## src/rtl/instr_fetch_ctrl.sv

```systemverilog
// instr_fetch_ctrl: fetch sequencer for a synchronous instruction ROM with a 2-entry decode buffer.
// Optional feature macro FETCH_PERF_CNT_EN adds the fetch_count/stall_count performance counters.
module instr_fetch_ctrl #(
   parameter int WIDTH = 32,
   parameter int ROM_ADDR_BITS = 12,
   parameter logic [WIDTH-1:0] RESET_PC = '0
) (
   input  logic             clk,
   input  logic             reset,
   input  logic             start,
   input  logic             halt,
   input  logic             redirect_valid,
   input  logic [WIDTH-1:0] redirect_pc,
   output logic             rom_en,
   output logic [WIDTH-1:0] rom_addr,
   input  logic [WIDTH-1:0] rom_data,
   output logic             inst_valid,
   output logic [WIDTH-1:0] inst,
   output logic [WIDTH-1:0] inst_pc,
   input  logic             inst_ready,
`ifdef FETCH_PERF_CNT_EN
   output logic [31:0]      fetch_count,
   output logic [31:0]      stall_count,
`endif
   output logic             busy
);
   localparam int AW = ROM_ADDR_BITS;
   typedef enum logic [1:0] {IDLE, FETCH, HALTED} state_t;
   state_t state, state_n;
   logic [AW-1:0] pc, pc_n, iss_pc, ret_pc;
   logic in_flight, ret_epoch, epoch, live, pop, pop_buf, push, issue, hd, wr;
   logic [1:0] count, count_n;
   logic [WIDTH-1:0] buf_data [2];
   logic [AW-1:0] buf_pc [2];
   logic unused_redirect_bits;
   assign unused_redirect_bits = ^redirect_pc[WIDTH-1:AW];
   assign rom_addr = WIDTH'(iss_pc);
   // A returning word bypasses an empty buffer so decode sees it the cycle it arrives;
   // the next issue is decided from next-cycle occupancy so the buffer can never overflow.
   always_comb begin
      live = in_flight & (ret_epoch == epoch);
      inst_valid = (count != 2'd0) | live;
      inst = (count != 2'd0) ? buf_data[hd] : live ? rom_data : '0;
      inst_pc = (count != 2'd0) ? WIDTH'(buf_pc[hd]) : live ? WIDTH'(ret_pc) : '0;
      pop = inst_valid & inst_ready & ~redirect_valid;
      pop_buf = pop & (count != 2'd0);
      push = live & ~redirect_valid & ~(pop & (count == 2'd0));
      wr = hd ^ count[0];
      count_n = redirect_valid ? 2'd0 : count + {1'b0, push} - {1'b0, pop_buf};
      state_n = (state == IDLE) ? (start ? FETCH : IDLE) : (halt ? HALTED : FETCH);
      pc_n = redirect_valid ? redirect_pc[AW-1:0] : pc;
      issue = (state_n == FETCH) & ((count_n + {1'b0, rom_en & ~redirect_valid}) < 2'd2);
      busy = in_flight | (count != 2'd0);
   end
   // Fetch FSM, program counter, registered ROM request and return/epoch tracking
   always_ff @(posedge clk) begin
      if (reset) begin
         state <= IDLE;
         pc <= RESET_PC[AW-1:0];
         rom_en <= 1'b0;
         iss_pc <= '0;
         in_flight <= 1'b0;
         ret_pc <= '0;
         ret_epoch <= 1'b0;
         epoch <= 1'b0;
         hd <= 1'b0;
         count <= 2'd0;
      end else begin
         state <= state_n;
         pc <= issue ? pc_n + 1'b1 : pc_n;
         rom_en <= issue;
         iss_pc <= issue ? pc_n : '0;
         in_flight <= rom_en;
         ret_pc <= iss_pc;
         ret_epoch <= epoch;
         epoch <= epoch ^ redirect_valid;
         hd <= hd ^ pop_buf;
         count <= count_n;
      end
   end
   // Buffer storage: the tail slot is the head offset by the current count
   always_ff @(posedge clk) begin
      if (push) begin
         buf_data[wr] <= rom_data;
         buf_pc[wr] <= ret_pc;
      end
   end
`ifdef FETCH_PERF_CNT_EN
   // Saturating counters of accepted handshakes and back-pressured cycles
   always_ff @(posedge clk) begin
      if (reset) begin
         fetch_count <= '0;
         stall_count <= '0;
      end else begin
         if (inst_valid && inst_ready && fetch_count != '1) fetch_count <= fetch_count + 32'd1;
         if (inst_valid && !inst_ready && stall_count != '1) stall_count <= stall_count + 32'd1;
      end
   end
`endif
endmodule

```

## config.mk

```make
export PLATFORM = sky130hd
export DESIGN_NAME = instr_fetch_ctrl
export DESIGN_NICKNAME = d
export VERILOG_FILES = /design/src/rtl/instr_fetch_ctrl.sv
export SDC_FILE = /design/constraint.sdc
export NUM_CORES = 1
export LEC_CHECK = 0
export CAP_MARGIN = 5
export CELL_PAD_IN_SITES_DETAIL_PLACEMENT = 0
export CELL_PAD_IN_SITES_GLOBAL_PLACEMENT = 2
export CORE_MARGIN = 2
export CORE_UTILIZATION = 27
export CTS_CLUSTER_DIAMETER = 80
export DETAILED_ROUTE_END_ITERATION = 10
export PLACE_DENSITY = 0.83
export SYNTH_ARGS = -nofsm -noshare
export SYNTH_HDL_FRONTEND = slang
export SYNTH_SLANG_ARGS = --single-unit
```

## constraint.sdc

```tcl
create_clock -name clk -period 4.31 [get_ports clk]
set_clock_uncertainty 0.2 [all_clocks]
set_input_delay 0.6465 -clock clk [delete_from_list [all_inputs] [get_ports clk]]
set_output_delay 0.6465 -clock clk [all_outputs]
set_load 0.01 [all_outputs]
```

==> results.sh, run 1 <==
export IMPL_grt_pass1_wl_um=19300
export IMPL_max_freq_mhz=301
export IMPL_synth_area_um2=5640
export IMPL_n_antenna_cell=0
export IMPL_status="finished, final reports clean"
export IMPL_final_area_um2=7480
export IMPL_synth_seq_cells=133
export IMPL_required_ns=3.46
export IMPL_postCtsResizedCells=0
export IMPL_die_area_um2=22100
export IMPL_synthTopCellsByCount="edfxtp_1, mux2i_1, nand2_1, o21ai_0, dfxtp_1"
export IMPL_synth_top_area_share_pct=46.8
export IMPL_path_class="flip-flop to primary output"
export IMPL_coreArea_um2=20400
export IMPL_critPathSlowestCell="clkdlybuf4s50_1"
export IMPL_cts_tree="built"
export IMPL_gp_congestion=0.799
export IMPL_final_net_count=642
export IMPL_cpPeakStageDelay_ns=0.59
export IMPL_clock_sinks=133
export IMPL_grt_max_degree=47
export IMPL_area_delta_synth_final_pct=32.6
export IMPL_dpl_cell_area_um2=6910
export IMPL_cts_root_buf="clkbuf_16"
export IMPL_yosysMostFrequentCell="edfxtp_1"
export IMPL_grt_pass1_vias=3650
export IMPL_hold_viol_final=0
export IMPL_io_buffers=108
export IMPL_cp_max_fo=44
export IMPL_finalCriticalPeriod_ns=3.32
export IMPL_tightestPinTransition_ns=0.882
export IMPL_drive_above_1_share_pct=8.08
export IMPL_row_count=52
export IMPL_maxSlewHeadroom_pct=39.5
export IMPL_die_h_um=149
export IMPL_drc_errors=0
export IMPL_antenna_found_initial=0
export IMPL_start_kind="flip-flop"
export IMPL_yosys_area_top_type="edfxtp_1"
export IMPL_grt_overflow_total=0
export IMPL_yosysUniqueCellTypes=40
export IMPL_dr_pass1_iters=6
export IMPL_async_flop_share_pct=0
export IMPL_grt_usage_pct=11.5
export IMPL_vias_per_cell=4.26
export IMPL_crit_family="buffers and inverters"
export IMPL_num_vias=3632
export IMPL_timing_max_transition_violations_final=0
export IMPL_postCtsHoldBufs=0
export IMPL_irDropWorstVdd_v=0.000197
export IMPL_crit_buf_inv=2
export IMPL_cap_viol_max_count=0
export IMPL_htree_levels=4
export IMPL_synth_area_leaders="edfxtp_1, dfxtp_1, mux2i_1"
export IMPL_die_x_um=149
export IMPL_end_kind="primary output"
export IMPL_clock_latency_ns=0.41
export IMPL_n_fill_cell=1942
export IMPL_crit_chain="xnor2_1 -> nand2_1 -> nor3_2 -> buf_4 -> nand2_1 -> o21ai_0 -> clkdlybuf4s50_1"
export IMPL_synth_area_per_cell_um2=12.3
export IMPL_clockBufferDepth=2
export IMPL_ant_nets=0
export IMPL_dp_hpwl_um=8290
export IMPL_start_util_pct=27.7
export IMPL_p_per_area_nw_per_um2=397
export IMPL_pin_count=169
export IMPL_cpMostUsedCell="nand2_1"
export IMPL_finalWirelength_um=12600
export IMPL_setup_violations=0
export IMPL_syn_inst=458
export IMPL_cts_setup_buffers=0
export IMPL_final_period_utilization_pct=77.1
export IMPL_ys_seq_area_share_pct=62.8
export IMPL_synth_edff_count=88
export IMPL_cp_arrival_ns=2.48
export IMPL_power_leakage_nw=2.53
export IMPL_wl_per_cell_um=14.8
export IMPL_rsz0062_at_grt="false"
export IMPL_clkTransAtPathRegs_ns=0.05
export IMPL_synth_top_flop_cell="edfxtp_1"
export IMPL_tns_ns=0
export IMPL_hold_path_class="flip-flop to flip-flop"
export IMPL_numCtsBuffers=17
export IMPL_dr_first_iter_drc_count=165
export IMPL_ys_warn_count=0
-- power by group --
part           switching, mW  total [mW]  internal (mW)
Combinational          0.118       0.229          0.111
Clock                  0.497        1.34          0.845
Sequential            0.0152        1.40           1.39
-- flip-flops by register name, indices dropped and copies added (netlist names), 2 cells and up --
register,flops
count,2
iss_pc,12
buf_data,64
pc,12
buf_pc,24
ret_pc,12
state,2
-- cell families (layout without fill, tap and decap cells) --
group                      Yosys count  count (layout)  share of synthesized area [%]
other                                1              40                         0.0665
adders and majority gates            3               3                          0.665
and+or+nand+nor                    115             115                           9.43
DFF                                133             133                           62.8
xor gates and xnor gates            14              14                           2.77
buffers and inverters               70             155                           7.54
AOI/OAI and AO/OA                   66              66                           6.76
muxes                               56              56                           9.96
-- layer usage --
| metal | routed length, µm | global-route usage (%) | up-vias |
|---|---|---|---|
| li1 | - | - | 1765 |
| met1 | 5780 | 14.4 | 1734 |
| met2 | 5860 | 18.4 | 116 |
| met3 | 773 | 3.77 | 17 |
| met4 | 199 | 4.43 | 0 |
| met5 | 0 | 0 | - |
-- final timing paths --
check        startpoint      endpoint  slack (ns)  cells after the start
max               epoch      inst[19]        0.99                      7
min           ret_pc[2]  buf_pc[1][2]        0.26                      0
max reg2reg    count[1]     iss_pc[6]        1.21                     10
min reg2reg   ret_pc[2]  buf_pc[1][2]        0.26                      0
-- through the flow --
| stage | worst slack, ns | util, % | cells | total power, mW | hold WS [ns] |
|---|---|---|---|---|---|
| floorplan | 0.234 | - | 497 | 1.56 | 0.225 |
| global route | 0.768 | 36.7 | 852 | 3.09 | 0.266 |
| finish | 0.988 | 36.7 | 852 | 2.97 | 0.262 |
| detailed placement | 0.625 | 33.9 | 820 | 1.66 | 0.241 |
| CTS | 0.935 | 36.7 | 852 | 3.01 | 0.257 |
| global placement | 0.691 | 33.9 | 820 | 1.65 | 0.233 |
-- cell type report --
cell class / instances / area (µm²) / area share, %
clock inverters: 6 / 37.5 / 0.502
inverters: 8 / 30.0 / 0.401
well taps: 270 / 338 / 4.52
multi-input cells: 294 / 1840 / 24.6
repair buffers: 115 / 1160 / 15.5
flip-flops and latches: 133 / 3540 / 47.4
clock buffers: 26 / 531 / 7.09
-- cells in the final DEF (no fill, tap or decap), drive strengths merged, types with 2 or more instances in the layout --
cell type      instances
clkdlybuf4s50        108
edfxtp                88
mux2i                 55
nand2                 49
o21ai                 49
dfxtp                 45
conb                  40
nor2                  26
clkbuf                26
nor2b                 18
xnor2                 12
inv                   10
buf                    7
nor3                   5
nor3b                  4
nand3                  4
o2111ai                4
a21oi                  4
nand4                  3
ha                     3
clkinv                 3
o211ai                 3
or3                    2
a211oi                 2
nand4b                 2
No activity file was read; power rests on OpenSTA's default activity.
==> run 2: changes to the inputs <==
--- a/config.mk
+++ b/config.mk
@@ -9,10 +9,10 @@
 export CELL_PAD_IN_SITES_DETAIL_PLACEMENT = 0
 export CELL_PAD_IN_SITES_GLOBAL_PLACEMENT = 2
 export CORE_MARGIN = 2
-export CORE_UTILIZATION = 27
+export CORE_UTILIZATION = 30
 export CTS_CLUSTER_DIAMETER = 80
 export DETAILED_ROUTE_END_ITERATION = 10
-export PLACE_DENSITY = 0.83
+export PLACE_DENSITY = 0.87
 export SYNTH_ARGS = -nofsm -noshare
 export SYNTH_HDL_FRONTEND = slang
 export SYNTH_SLANG_ARGS = --single-unit
==> constraint.sdc (replaced) <==
create_clock -name clk -period 3.15 [get_ports clk]
set_clock_uncertainty 0.2 [all_clocks]
set_input_delay 0.4725 -clock clk [delete_from_list [all_inputs] [get_ports clk]]
set_output_delay 0.4725 -clock clk [all_outputs]
set_load 0.01 [all_outputs]
==> results.sh, run 2 (synthesized netlist as in run 1, its figures left out) <==
export IMPL_final_net_count=655
export IMPL_hold_ws_ns=0.256
export IMPL_start_util_pct=30.4
export IMPL_dp_hpwl_um=8300
export IMPL_maxSlewHeadroom_pct=67.2
export IMPL_dr_pass1_iters=4
export IMPL_end_kind="primary output"
export IMPL_wl_per_cell_um=15.0
export IMPL_p_per_area_nw_per_um2=545
export IMPL_numCtsBuffers=17
export IMPL_pin_count=169
export IMPL_cp_arrival_ns=2.32
export IMPL_cap_viol_max_count=0
export IMPL_grt_pass1_wl_um=19600
export IMPL_clock_latency_ns=0.42
export IMPL_use_met1_pct=15.4
export IMPL_path_class="flip-flop to primary output"
export IMPL_rsz0062_at_grt="false"
export IMPL_grt_max_degree=45
export IMPL_tightestPinTransition_ns=0.487
export IMPL_final_period_utilization_pct=95.0
export IMPL_die_x_um=141
export IMPL_setup_ws_ns=0.159
export IMPL_power_leakage_nw=2.59
export IMPL_largest_register_ffs=64
export IMPL_io_buffers=108
export IMPL_vias_per_cell=4.44
export IMPL_final_common_cell="clkdlybuf4s50_1"
export IMPL_postCtsResizedCells=0
export IMPL_irDropWorstVdd_v=0.000387
export IMPL_start_kind="flip-flop"
export IMPL_instances_no_fill=829
export IMPL_n_antenna_cell=0
export IMPL_num_vias=3682
export IMPL_hold_path_class="flip-flop to flip-flop"
export IMPL_gp_congestion=0.769
export IMPL_ant_nets=0
export IMPL_htree_levels=4
export IMPL_area_delta_synth_final_pct=34.1
export IMPL_status="finished, final reports clean"
export IMPL_clockBufferDepth=2
export IMPL_reg2reg_slack_ns=0.40
export IMPL_grt_pass1_vias=3732
export IMPL_grt_usage_pct=12.8
export IMPL_drc_errors=0
export IMPL_multiInputGateArea_um2=1850
export IMPL_clock_sinks=133
export IMPL_coreArea_um2=18600
export IMPL_top_regs="buf_data x64, buf_pc x24"
export IMPL_layout_common_cells="clkdlybuf4s50_1, edfxtp_1, mux2i_1, nand2_1, o21ai_0"
export IMPL_die_area_um2=19900
export IMPL_antenna_found_initial=0
export IMPL_cp_max_fo=44
export IMPL_clkTransAtPathRegs_ns=0.06
export IMPL_finalWirelength_um=12400
export IMPL_drive_above_1_share_pct=10.4
export IMPL_timing_max_transition_violations_final=0
export IMPL_use_met3_pct=4.31
export IMPL_required_ns=2.48
export IMPL_hold_viol_final=0
export IMPL_busiest_layer="met2"
export IMPL_fin_util_pct=40.7
export IMPL_setup_violations=0
export IMPL_final_area_um2=7570
export IMPL_n_fill_cell=1778
export IMPL_dr_first_iter_drc_count=190
export IMPL_cts_tree="built"
export IMPL_die_h_um=141
export IMPL_grt_overflow_total=0
export IMPL_max_freq_mhz=334
export IMPL_postCtsHoldBufs=0
export IMPL_dpl_cell_area_um2=7000
export IMPL_row_count=50
export IMPL_cts_root_buf="clkbuf_16"
export IMPL_largest_register="buf_data"
export IMPL_dp_slack_ns=-0.103
export IMPL_seqCellArea_um2=3540
export IMPL_placedCellCount=797
export IMPL_cts_setup_buffers=0
export IMPL_use_met2_pct=21.7
export IMPL_finalCriticalPeriod_ns=2.99
-- run 2: area by class of cell --
class,count,share of cell area (%)
sequential,133,46.8
multi-input combinational,294,24.5
clock inverter,13,1.75
clock buffer,19,5.72
tap,234,3.87
timing repair buffer,128,16.9
inverter,8,0.397
-- run 2: routing by layer --
metal | up-vias | wire [µm]
met3 | 9 | 624
met1 | 1773 | 5640
met2 | 103 | 6080
li1 | 1797 | -
met4 | 0 | 91
met5 | - | 0
-- run 2: path summary, 6_finish.rpt --
check                  to       from  cells past startpoint
max            inst_pc[0]      epoch                      7
min reg2reg  buf_pc[1][4]  ret_pc[4]                      0
min          buf_pc[1][4]  ret_pc[4]                      0
max reg2reg     iss_pc[4]   count[0]                     10
-- run 2: power by group --
group | leakage (nW) | switching [mW] | internal, mW | total (mW)
Sequential | 1.16 | 0.0212 | 1.89 | 1.92
Clock | 0.269 | 0.719 | 1.16 | 1.88
Combinational | 1.16 | 0.166 | 0.166 | 0.332
-- run 2: stage by stage --
| step | setup TNS, ns | power (mW) |
|---|---|---|
| final | 0 | 4.13 |
| after global routing | 0 | 4.30 |
| after CTS | 0 | 4.18 |
| after detailed placement | -1.03 | 2.28 |
| after global placement | 0 | 2.28 |
| after floorplan | 0 | 2.13 |
-- run 2: worst max-delay path, cell delays in order, from the launching register on --
cell and delay (ns):
dfxtp_1 0.38, xnor2_1 0.14, nand2_1 0.12, nor3_2 0.20, buf_12 0.28, nand2_1 0.09
o21ai_0 0.09, clkdlybuf4s50_1 0.60
